## src/rtl/sfp_row_ctrl_if.sv

```systemverilog
// Row streams of the sfp row controller: psum rows in, normalised rows out.
// slave = controller side, master = producer/consumer side.
interface sfp_row_ctrl_if #(
  parameter int col     = 8,
  parameter int bw_psum = 20
);
  logic                     in_valid;
  logic                     in_ready;
  logic [col*bw_psum-1:0]   in_data;
  logic                     out_valid;
  logic                     out_ready;
  logic [col*bw_psum-1:0]   out_data;

  modport master (
    output in_valid, in_data, out_ready,
    input  in_ready, out_valid, out_data
  );

  modport slave (
    input  in_valid, in_data, out_ready,
    output in_ready, out_valid, out_data
  );
endinterface

```

## src/rtl/sfp_row_ctrl.sv

```systemverilog
// Host-side driver for the absolute-value softmax row: one acc cycle, one div cycle, capture, hand off.
// Optional macro SFP_SIGN_RESTORE_EN re-applies each element's input sign to the normalised result.
module sfp_row_ctrl #(
  parameter int col     = 8,
  parameter int bw      = 8,
  parameter int bw_psum = 2*bw+4,
  parameter int cnt_w   = 16
) (
  input  logic                   clk,
  input  logic                   reset_n,
  sfp_row_ctrl_if.slave          row_if,
  output logic [1:0]             sfp_inst,
  output logic [col*bw_psum-1:0] sfp_in,
  input  logic [col*bw_psum-1:0] sfp_out,
  output logic                   busy,
  output logic [cnt_w-1:0]       row_cnt
);

  localparam int row_w = col*bw_psum;

  typedef enum logic [2:0] {
    IDLE = 3'd0,
    ACC  = 3'd1,
    DIV  = 3'd2,
    CAP  = 3'd3,
    OUT  = 3'd4
  } state_t;

  state_t             state_r, state_nxt_s;
  logic [row_w-1:0]   sfp_in_r, out_data_r, cap_data_s;
  logic [cnt_w-1:0]   row_cnt_r;
  logic               zero_row_r;
  logic [bw_psum-1:0] elem_s;
  logic               in_ready_s, out_valid_s, busy_s, in_fire_s, out_fire_s;
  logic [1:0]         sfp_inst_s;

  assign in_fire_s  = row_if.in_valid & in_ready_s;
  assign out_fire_s = out_valid_s & row_if.out_ready;

  // State register
  always_ff @(posedge clk or negedge reset_n) begin
    if (!reset_n) begin
      state_r <= IDLE;
    end else begin
      state_r <= state_nxt_s;
    end
  end

  // Next-state logic: fixed one-cycle ACC/DIV/CAP, OUT waits for the consumer
  always_comb begin
    state_nxt_s = IDLE;
    case (state_r)
      IDLE: begin
        if (in_fire_s) state_nxt_s = ACC;
        else           state_nxt_s = IDLE;
      end
      ACC: state_nxt_s = DIV;
      DIV: state_nxt_s = CAP;
      CAP: state_nxt_s = OUT;
      OUT: begin
        if (row_if.out_ready) state_nxt_s = IDLE;
        else                  state_nxt_s = OUT;
      end
      default: state_nxt_s = IDLE;
    endcase
  end

  // Output decode of the state register; sfp_inst can never be 2'b11
  always_comb begin
    in_ready_s  = 1'b0;
    out_valid_s = 1'b0;
    busy_s      = 1'b1;
    sfp_inst_s  = 2'b00;
    case (state_r)
      IDLE: begin
        in_ready_s = 1'b1;
        busy_s     = 1'b0;
      end
      ACC:     sfp_inst_s  = 2'b10;
      DIV:     sfp_inst_s  = 2'b01;
      CAP:     sfp_inst_s  = 2'b00;
      OUT:     out_valid_s = 1'b1;
      default: begin
        in_ready_s = 1'b0;
        busy_s     = 1'b1;
      end
    endcase
  end

  // Row latch, result capture and completed-row counter
  always_ff @(posedge clk or negedge reset_n) begin
    if (!reset_n) begin
      sfp_in_r   <= {row_w{1'b0}};
      zero_row_r <= 1'b0;
      out_data_r <= {row_w{1'b0}};
      row_cnt_r  <= {cnt_w{1'b0}};
    end else begin
      if (in_fire_s) begin
        sfp_in_r   <= row_if.in_data;
        zero_row_r <= (row_if.in_data == {row_w{1'b0}});
      end
      if (state_r == CAP) out_data_r <= cap_data_s;
      if (out_fire_s)     row_cnt_r  <= row_cnt_r + {{(cnt_w-1){1'b0}}, 1'b1};
    end
  end

`ifdef SFP_SIGN_RESTORE_EN
  logic [col-1:0] sign_r;

  // Per-element input sign, needed to re-sign the magnitude result
  always_ff @(posedge clk or negedge reset_n) begin
    if (!reset_n) begin
      sign_r <= {col{1'b0}};
    end else if (in_fire_s) begin
      for (int i = 0; i < col; i++) sign_r[i] <= row_if.in_data[i*bw_psum + bw_psum - 1];
    end else begin
      sign_r <= sign_r;
    end
  end
`endif

  // Captured value: zero rows are masked to hide the sfp row's divide-by-zero output
  always_comb begin
    cap_data_s = {row_w{1'b0}};
    elem_s     = {bw_psum{1'b0}};
    for (int i = 0; i < col; i++) begin
      elem_s = sfp_out[i*bw_psum +: bw_psum];
      if (zero_row_r) begin
        cap_data_s[i*bw_psum +: bw_psum] = {bw_psum{1'b0}};
      end else begin
`ifdef SFP_SIGN_RESTORE_EN
        if (sign_r[i]) cap_data_s[i*bw_psum +: bw_psum] = ~elem_s + {{(bw_psum-1){1'b0}}, 1'b1};
        else           cap_data_s[i*bw_psum +: bw_psum] = elem_s;
`else
        cap_data_s[i*bw_psum +: bw_psum] = elem_s;
`endif
      end
    end
  end

  assign row_if.in_ready  = in_ready_s;
  assign row_if.out_valid = out_valid_s;
  assign row_if.out_data  = out_data_r;
  assign sfp_inst         = sfp_inst_s;
  assign sfp_in           = sfp_in_r;
  assign busy             = busy_s;
  assign row_cnt          = row_cnt_r;

endmodule
```

## src/flat_wrapper.sv

```systemverilog
// flat-port wrapper written by rule: the top's interface ports become plain ports
module sfp_row_ctrl_flat 
#(
  parameter int col     = 8,
  parameter int bw      = 8,
  parameter int bw_psum = 2*bw+4,
  parameter int cnt_w   = 16
)
  (clk, reset_n, sfp_inst, sfp_in, sfp_out, busy, row_cnt, row_if_in_valid, row_if_in_data, row_if_out_ready, row_if_in_ready, row_if_out_valid, row_if_out_data);
  sfp_row_ctrl_if #(.col(col), .bw_psum(bw_psum)) row_if_i ();
  input  logic clk;
  input  logic reset_n;
  output logic [1:0] sfp_inst;
  output logic [col*bw_psum-1:0] sfp_in;
  input  logic [col*bw_psum-1:0] sfp_out;
  output logic busy;
  output logic [cnt_w-1:0] row_cnt;
  input wire logic [$bits(row_if_i.in_valid)-1:0] row_if_in_valid;
  input wire logic [$bits(row_if_i.in_data)-1:0] row_if_in_data;
  input wire logic [$bits(row_if_i.out_ready)-1:0] row_if_out_ready;
  output wire logic [$bits(row_if_i.in_ready)-1:0] row_if_in_ready;
  output wire logic [$bits(row_if_i.out_valid)-1:0] row_if_out_valid;
  output wire logic [$bits(row_if_i.out_data)-1:0] row_if_out_data;
  assign row_if_i.in_valid = row_if_in_valid;
  assign row_if_i.in_data = row_if_in_data;
  assign row_if_i.out_ready = row_if_out_ready;
  assign row_if_in_ready = row_if_i.in_ready;
  assign row_if_out_valid = row_if_i.out_valid;
  assign row_if_out_data = row_if_i.out_data;
  sfp_row_ctrl #(.col(col), .bw(bw), .bw_psum(bw_psum), .cnt_w(cnt_w)) u_core (.clk(clk), .reset_n(reset_n), .row_if(row_if_i), .sfp_inst(sfp_inst), .sfp_in(sfp_in), .sfp_out(sfp_out), .busy(busy), .row_cnt(row_cnt));
endmodule
```

## config.mk

```make
export PLATFORM = sky130hd
export DESIGN_NAME = sfp_row_ctrl_flat
export DESIGN_NICKNAME = d
export VERILOG_FILES = /design/src/rtl/sfp_row_ctrl_if.sv /design/src/rtl/sfp_row_ctrl.sv /design/src/flat_wrapper.sv
export SDC_FILE = /design/constraint.sdc
export NUM_CORES = 1
export LEC_CHECK = 0
export BUFFER_PORTS_ARGS = -buffer_cell sky130_fd_sc_hd__buf_2
export CORE_AREA = 2 2 257 259
export DETAILED_ROUTE_END_ITERATION = 10
export DIE_AREA = 0 0 259 261
export SKIP_LAST_GASP = 1
export SLEW_MARGIN = 20
export SYNTH_ARGS = -nofsm -noshare
export SYNTH_HDL_FRONTEND = slang
export SYNTH_SLANG_ARGS = --single-unit
```

## constraint.sdc

```tcl
create_clock -name clk -period 1.84 [get_ports clk]
set_input_delay 0.092 -clock clk [delete_from_list [all_inputs] [get_ports clk]]
set_output_delay 0.092 -clock clk [all_outputs]
set_load 0.02 [all_outputs]
```

==> results.yml, run 1 <==
run_status:
  run_status: "completed"
pwr:
  power.static_leakage_nw: 11.29
  power.switching_fraction_pct: 40.83
  net-switching-power_mw: 15.34
  seq_power_share_pct: 35.2
  irDropWorstVdd_mv: 1.008
  power_density_nw_per_um2: 1665
  power.internal_mw: 22.24
  clock_power_share_pct: 20.5
  total_power_mw: 37.58
  comb_power_share_pct: 44.3
floorplan:
  core-area_um2: 65040
  num_io_pins: 665
  design.die.area_um2: 67600
  initial_core_util_pct: 20.55
  die_h_um: 261
  row_count: 94
  die_w_um: 259
routing:
  totalWireLength_um: 53540
  detailroute.via_count: 12880
  detail_route.drc_violations: 0
  routedWlPerCell_um: 17.46
  first_iter_violations: 636
  ant_nets: 0
  average_via_count_per_standard_cell: 4.201
  detailed_routing_iteration_count_for_the_pre_antenna_repair_pass: 5
synthesis:
  post_synth.cell_area_avg_um2: 11.49
  synth.ff_latch_count: 340
  post_synth_instance_area_um2: 13360
  synth_unique_cells: 27
  synth-seq-area-share_pct: 63.66
  ys.warnings.count: 0
  synth_fp_nets: 1488
  syn-instance-count: 1163
timing:
  max_freq_mhz: 565.5
  worst_clock_skew_ps: 13.44
  final_max_slew_viol_count: 0
  worst_max_slew_pin_slew_ps: 545.8
  timing.final.setup_violations: 0
  slew-limit-headroom_pct: 63.28
  final.min_clock_period_ps: 1768
  worst_slack_ps: 71.63
  report.final.hold_viol_count: 0
  post-route-period-util_pct: 96.11
  grt_setup_unrepaired: "yes"
worst_setup_path:
  cp_max_fo: 4
  worst-endpoint-required_ps: 1750
  worstPathArrival_ps: 1680
  rr_startpoint: "u_core.state_r[2]"
  startpoint: "u_core.state_r[1]"
  setup.worst_path.end_class: "output pin"
  length_in_cells_of_the_worst_reg_to_reg_path: 6
  crit_path_start_kind: "flip-flop"
  crit_type: "flip-flop to output pin"
global_route:
  first_global_vias: 13714
  gr-usage-all-layers_pct: 14.97
  grt_start_max_net_pins: 105
  grt_remaining_overflow: 0
  grt_antenna_before_repair: 2
  grt_first_pass_wirelength_um: 78440
finish:
  antenna_cells: 0
  finish.net_count: 2501
  area_growth_syn_to_layout_pct: 68.95
  layout-drive-gt1-share_pct: 43.14
clock_tree:
  cts.htree.levels: 2
  cts_tree: "built"
  clk_latency_ps: 540
  ctsLongestPathBuffers: 3
  clkTransAtPathRegs_ps: 60
  number_of_buffers_inserted_during_clock_tree_synthesis: 38
  clock-sinks: 340
  root_buffer: "sky130_fd_sc_hd__clkbuf_16"
worst_hold_path:
  holdCritPathClass: "primary input to asynchronous set/reset pin"
place:
  pre_cts_slack_ps: 15.64
  gp_congestion: 0.9279
  io_buffers: 664
  dp_hpwl_um: 38580
run:
  max-cap-violations: 0
==> registers in the layout, indices dropped and copies added, names as in the netlist <==
name / cells
u_core.state_r: 3
u_core.row_cnt: 16
u_core.sfp_in: 160
u_core.row_if.out_data: 160
u_core.zero_row_r: 1
==> worst max-delay path: stages, from the launching register on <==
cell	delay, ps
sky130_fd_sc_hd__dfrtp_1	420
sky130_fd_sc_hd__or3b_4	450
sky130_fd_sc_hd__inv_1	90
sky130_fd_sc_hd__buf_2	180
==> power groups by stage <==
stage	clock (mW)	combinational [mW]	sequential, mW
3_3_place_gp	0	15.8	13.1
2_1_floorplan	0	5.05	17.5
6_report	7.71	16.7	13.2
3_5_place_dp	0	16.2	13.3
4_1_cts	7.97	16.8	13.2
5_1_grt	8.27	17.9	13.7
==> cell type report <==
type,instances,area [µm²]
fillers,6325,42460
flip-flops and latches,340,8509
repair buffers,1044,7186
multi-input cells,748,4532
clock buffers,55,1149
well taps,864,1081
clock inverters,11,105.1
inverters,4,17.52
==> layout by cell type, fill, tap and decap left out, drive strengths merged <==
master and instances:
clkbuf 55, xnor2 10, ha 1, and3 3, and2 4, nor4 43
buf 721, dlygate4sd3 323, nand2 330, bufinv 2, and4 1, nand3b 1
o21a 1, or3b 1, inv 4, or2 1, dfrtp 340, xor2 5
o21ai 162, nor3 1, nand4 13, nor3b 1, clkinv 9, nor2 6
nand3 3, mux2 161
==> routing by layer <==
| metal | vias up | track usage [%] | share of wire (%) |
|---|---|---|---|
| met2 | 571 | 26.13 | 49 |
| li1 | 5961 | - | - |
| met1 | 6203 | 16.51 | 38 |
| met5 | - | 0 | 0.030 |
| met3 | 143 | 4.172 | 7.2 |
| met4 | 2 | 8.205 | 5.6 |
==> per-stage QoR <==
stage	instance area, µm²	hold WS, ps	setup TNS, ps	util, %	instances
after global placement	18050	77.85	0	27.75	2674
after detailed placement	18050	81.92	0	27.75	2674
after CTS	22570	92.32	0	34.70	3066
after global routing	22580	133.8	-2.447	34.72	3066
after floorplan	13370	-203.6	0	-	1163
final	22580	125.7	0	34.72	3066
==> Yosys cell counts <==
cell type	number	area, µm²
sky130_fd_sc_hd__mux2_2	161	1813
sky130_fd_sc_hd__inv_2	1	3.750
sky130_fd_sc_hd__dfrtp_1	340	8508
sky130_fd_sc_hd__and4_1	1	8.760
sky130_fd_sc_hd__xor2_1	5	43.79
sky130_fd_sc_hd__inv_1	3	11.26
sky130_fd_sc_hd__nand3_1	2	10.01
sky130_fd_sc_hd__nand3b_1	1	7.510
sky130_fd_sc_hd__o21a_1	1	7.510
sky130_fd_sc_hd__ha_1	1	12.51
sky130_fd_sc_hd__or2_2	1	6.260
sky130_fd_sc_hd__xnor2_1	10	87.58
sky130_fd_sc_hd__nor4_4	1	21.27
sky130_fd_sc_hd__or3b_4	1	11.26
sky130_fd_sc_hd__nor4_1	42	262.8
sky130_fd_sc_hd__nor3b_1	1	7.510
sky130_fd_sc_hd__nor3_2	1	10.01
sky130_fd_sc_hd__buf_4	9	67.56
sky130_fd_sc_hd__nand3_2	1	10.01
sky130_fd_sc_hd__o21ai_0	162	810.8
sky130_fd_sc_hd__nand4_1	13	81.33
sky130_fd_sc_hd__and3_1	3	18.77
sky130_fd_sc_hd__clkbuf_1	43	161.4
sky130_fd_sc_hd__and2_1	4	25.02
sky130_fd_sc_hd__nand2_1	330	1239
sky130_fd_sc_hd__nor2_1	6	22.52
sky130_fd_sc_hd__buf_2	19	95.09
==> what timing repair did <==
item,in CTS,in global routing
endpoints found under the hold margin,652,0
hold buffers,323,0
resized for setup,0,3
pin swaps,1,0
endpoints found under the setup margin,4,3
buffers inserted,3,0
gates cloned,0,0
==> cell families (layout without fill, tap and decap cells) <==
kind of cell / after synthesis / in the layout / share of synthesized area, %
XOR/XNOR: 15 / 15 / 0.9830
flip-flops: 340 / 340 / 63.66
buffers and inverters: 75 / 1114 / 2.537
AND/OR/NAND/NOR: 408 / 408 / 13.03
multiplexers: 161 / 161 / 13.57
AO/OA/AOI/OAI: 163 / 163 / 6.123
adder cells (fa/ha/maj): 1 / 1 / 0.09361
==> worst paths after layout <==
path	end	slack, ps
max	row_if_out_valid	70
min	u_core.sfp_in[149]	130
max reg2reg	u_core.sfp_in[25]	100
min reg2reg	u_core.row_if.out_data[8]	470
max in group asynchronous	u_core.sfp_in[89]	1000
min in group clk	u_core.row_if.out_data[148]	340
(Power assumes the default switching activity.)
==> inputs of run 2 (changes only) <==
- ABC_AREA: not set -> 1
- CAP_MARGIN: not set -> 15
- CORE_AREA: 2 2 257 259 -> 2 2 256 258
- DIE_AREA: 0 0 259 261 -> 0 0 258 260
- SETUP_SLACK_MARGIN: not set -> 0.1
==> results.yml, run 2 <==
synthesis:
  post_synth.cell_area_avg_um2: 8.588
  yosys_most_used_dff: "sky130_fd_sc_hd__dfrtp_1"
  syn-instance-count: 1645
  synthArstFlopShare_pct: 100.0
  synth_top_area_cell: "sky130_fd_sc_hd__dfrtp_1"
  synth.ff_latch_count: 340
  synth_edf_count: 0
  yosysTopAreaCellShare_pct: 60.22
  leading_cell_type_by_number_of_instances_after_synthesis: "sky130_fd_sc_hd__nand2_1"
  synth_unique_cells: 26
  synth_fp_nets: 1970
  yosys-top-cells-count: "669 x sky130_fd_sc_hd__nand2_1, 340 x sky130_fd_sc_hd__dfrtp_1, 183 x sky130_fd_sc_hd__o21ai_0"
  synth-seq-area-share_pct: 60.22
  yosys-top-cells-area: "sky130_fd_sc_hd__dfrtp_1 60%, sky130_fd_sc_hd__nand2_1 18%, sky130_fd_sc_hd__o21ai_0 6.5%, sky130_fd_sc_hd__nand3_1 5.9%, sky130_fd_sc_hd__nor2_1 2.6%"
  post_synth_instance_area_um2: 14130
  ys.warnings.count: 0
timing:
  post-route-period-util_pct: 93.41
  final_max_slew_viol_count: 0
  worst_slack_ps: 121.3
  worst_clock_skew_ps: 21.23
  tns_ps: 0
  hold-worst-slack_ps: 52.33
  max_freq_mhz: 581.9
  grt_setup_unrepaired: "yes"
  timing.final.setup_violations: 0
  report.final.hold_viol_count: 0
  worst_max_slew_pin_slew_ps: 681.4
  final.min_clock_period_ps: 1719
  slew-limit-headroom_pct: 54.57
finish:
  num-fill-cells: 6321
  layout-drive-gt1-share_pct: 30.46
  area_occupied_by_multi_input_gates_um2: 5022
  layout.cells.most_common_list: "668 x sky130_fd_sc_hd__nand2_1, 661 x sky130_fd_sc_hd__buf_2, 339 x sky130_fd_sc_hd__dfrtp_1, 323 x sky130_fd_sc_hd__dlygate4sd3_1, 183 x sky130_fd_sc_hd__o21ai_0"
  total_non_filler_cell_area_in_the_finished_layout_um2: 23510
  final_common_cell: "sky130_fd_sc_hd__nand2_1"
  area_growth_syn_to_layout_pct: 66.39
  finish.net_count: 2952
  ff_latch_area_um2: 8509
worst_setup_path:
  crit_type: "flip-flop to output pin"
  worstPathArrival_ps: 1630
  startpoint: "u_core.state_r[0]"
  setup.worst_path.end_class: "output pin"
  cp_max_fo: 2
  worst-endpoint-required_ps: 1750
  rr_startpoint: "u_core.state_r[1]"
  crit_path_start_kind: "flip-flop"
clock_tree:
  clock-sinks: 340
  clkTransAtPathRegs_ps: 60
  root_buffer: "sky130_fd_sc_hd__clkbuf_16"
  ctsLongestPathBuffers: 3
  cts.htree.levels: 2
  number_of_buffers_inserted_during_clock_tree_synthesis: 40
  clk_latency_ps: 560
  cts_tree: "built"
place:
  io_buffers: 664
  gp_congestion: 0.8760
  pre_cts_slack_ps: 102.9
  dp_hpwl_um: 40610
  placement.cell_area_um2: 18680
global_route:
  first_global_vias: 15787
  grt_first_pass_wirelength_um: 90490
  grt_antenna_before_repair: 1
  gr-usage-all-layers_pct: 17.19
  grt_remaining_overflow: 0
  grt_start_max_net_pins: 162
worst_hold_path:
  holdCritPathClass: "primary input to asynchronous set/reset pin"
floorplan:
  design.die.area_um2: 67080
  die_h_um: 260
  row_count: 93
  die_w_um: 258
  initial_core_util_pct: 22.03
  num_io_pins: 665
  core-area_um2: 64120
pwr:
  irDropWorstVdd_mv: 0.8808
  power_density_nw_per_um2: 1671
  power.static_leakage_nw: 12.35
routing:
  detail_route.drc_violations: 0
  routedWlPerCell_um: 17.22
  totalWireLength_um: 60470
  ant_nets: 0
  detailed_routing_iteration_count_for_the_pre_antenna_repair_pass: 5
  average_via_count_per_standard_cell: 4.379
  first_iter_violations: 1189
  detailroute.via_count: 15380
run:
  max-cap-violations: 0
run_status:
  run_status: "completed"
[run 2: cell types whose count changed in the layout (fill, tap and decap cells not counted), sizes merged, moves of 4 or more]
cell and change:
nand2 +343, nand3 +163, mux2 -161, nor2 +98, nor4 -43, inv +36
o21ai +24, xnor2 -6, nor3 +5, and2 -4, clkbuf +4
[run 2: final cells by class]
| cell class | count | share of cell area (%) |
|---|---|---|
| Clock buffer | 59 | 5.243 |
| Clock inverter | 12 | 0.5483 |
| Timing Repair Buffer | 1044 | 31.37 |
| Multi-Input combinational cell | 1161 | 21.37 |
| Antenna cell | 1 | 0.01065 |
| Tap cell | 855 | 4.551 |
| Sequential cell | 340 | 36.20 |
| Inverter | 40 | 0.7133 |
[run 2: through the flow]
step                power [mW]  cells  util (%)
global route             41.74   3511     36.66
detailed placement       29.83   3107     29.14
CTS                      39.27   3504     36.49
global placement         29.60   3107     29.14
floorplan                22.73   1645         -
finish                   39.28   3512     36.66
[run 2: cells by family after synthesis]
| group | count (synthesis) | share of synthesized area [%] |
|---|---|---|
| adder cells (fa/ha/maj) | 1 | 0.08855 |
| AND/OR/NAND/NOR | 962 | 27.80 |
| XOR/XNOR | 12 | 0.7439 |
| AO/OA/AOI/OAI | 186 | 6.589 |
| flip-flops | 340 | 60.22 |
| buffers and inverters | 144 | 4.552 |
[run 2: where the power goes]
group	leakage [nW]	internal, mW	switching, mW	total (mW)
Combinational	7.46	6.05	12.1	18.2
Clock	0.683	4.91	3.25	8.16
Sequential	4.20	11.0	1.89	12.9
Total	12.3	22.0	17.3	39.3
[run 2: worst max-delay path, cell delays in order, from the launching register on]
cell and delay, ps:
sky130_fd_sc_hd__dfrtp_1 420, sky130_fd_sc_hd__nor2_4 190, sky130_fd_sc_hd__nand2_8 90, sky130_fd_sc_hd__buf_4 170
sky130_fd_sc_hd__inv_1 50, sky130_fd_sc_hd__buf_2 150
[run 2: worst paths after layout]
check	cells past startpoint	slack [ps]	endpoint
max in group asynchronous	3	1050	u_core.sfp_in[89]
worst max register to register	7	200	u_core.row_if.out_data[112]
worst min-delay path	2	50	u_core.sfp_in[11]
min in group clk	4	300	u_core.row_if.out_data[66]
worst min register to register	2	460	u_core.sfp_in[77]
worst max-delay path	5	120	row_if_in_ready
[run 2: what timing repair did]
| item | CTS | global route |
|---|---|---|
| endpoints found under the setup margin | 6 | 152 |
| setup buffers | 0 | 7 |
| resized for setup | 5 | 11 |
| hold buffers | 323 | 0 |
| hold endpoints to repair | 668 | 0 |
| pin swaps | 0 | 1 |
| gates cloned | 3 | 0 |
[run 2: routing by layer]
layer / share of wire, % / up-vias / track usage [%]
met2: 48 / 695 / 29.23
met1: 40 / 7310 / 20.50
met3: 6.7 / 157 / 3.899
li1: - / 7218 / -
met5: 0 / - / 0
met4: 4.8 / 0 / 8.446
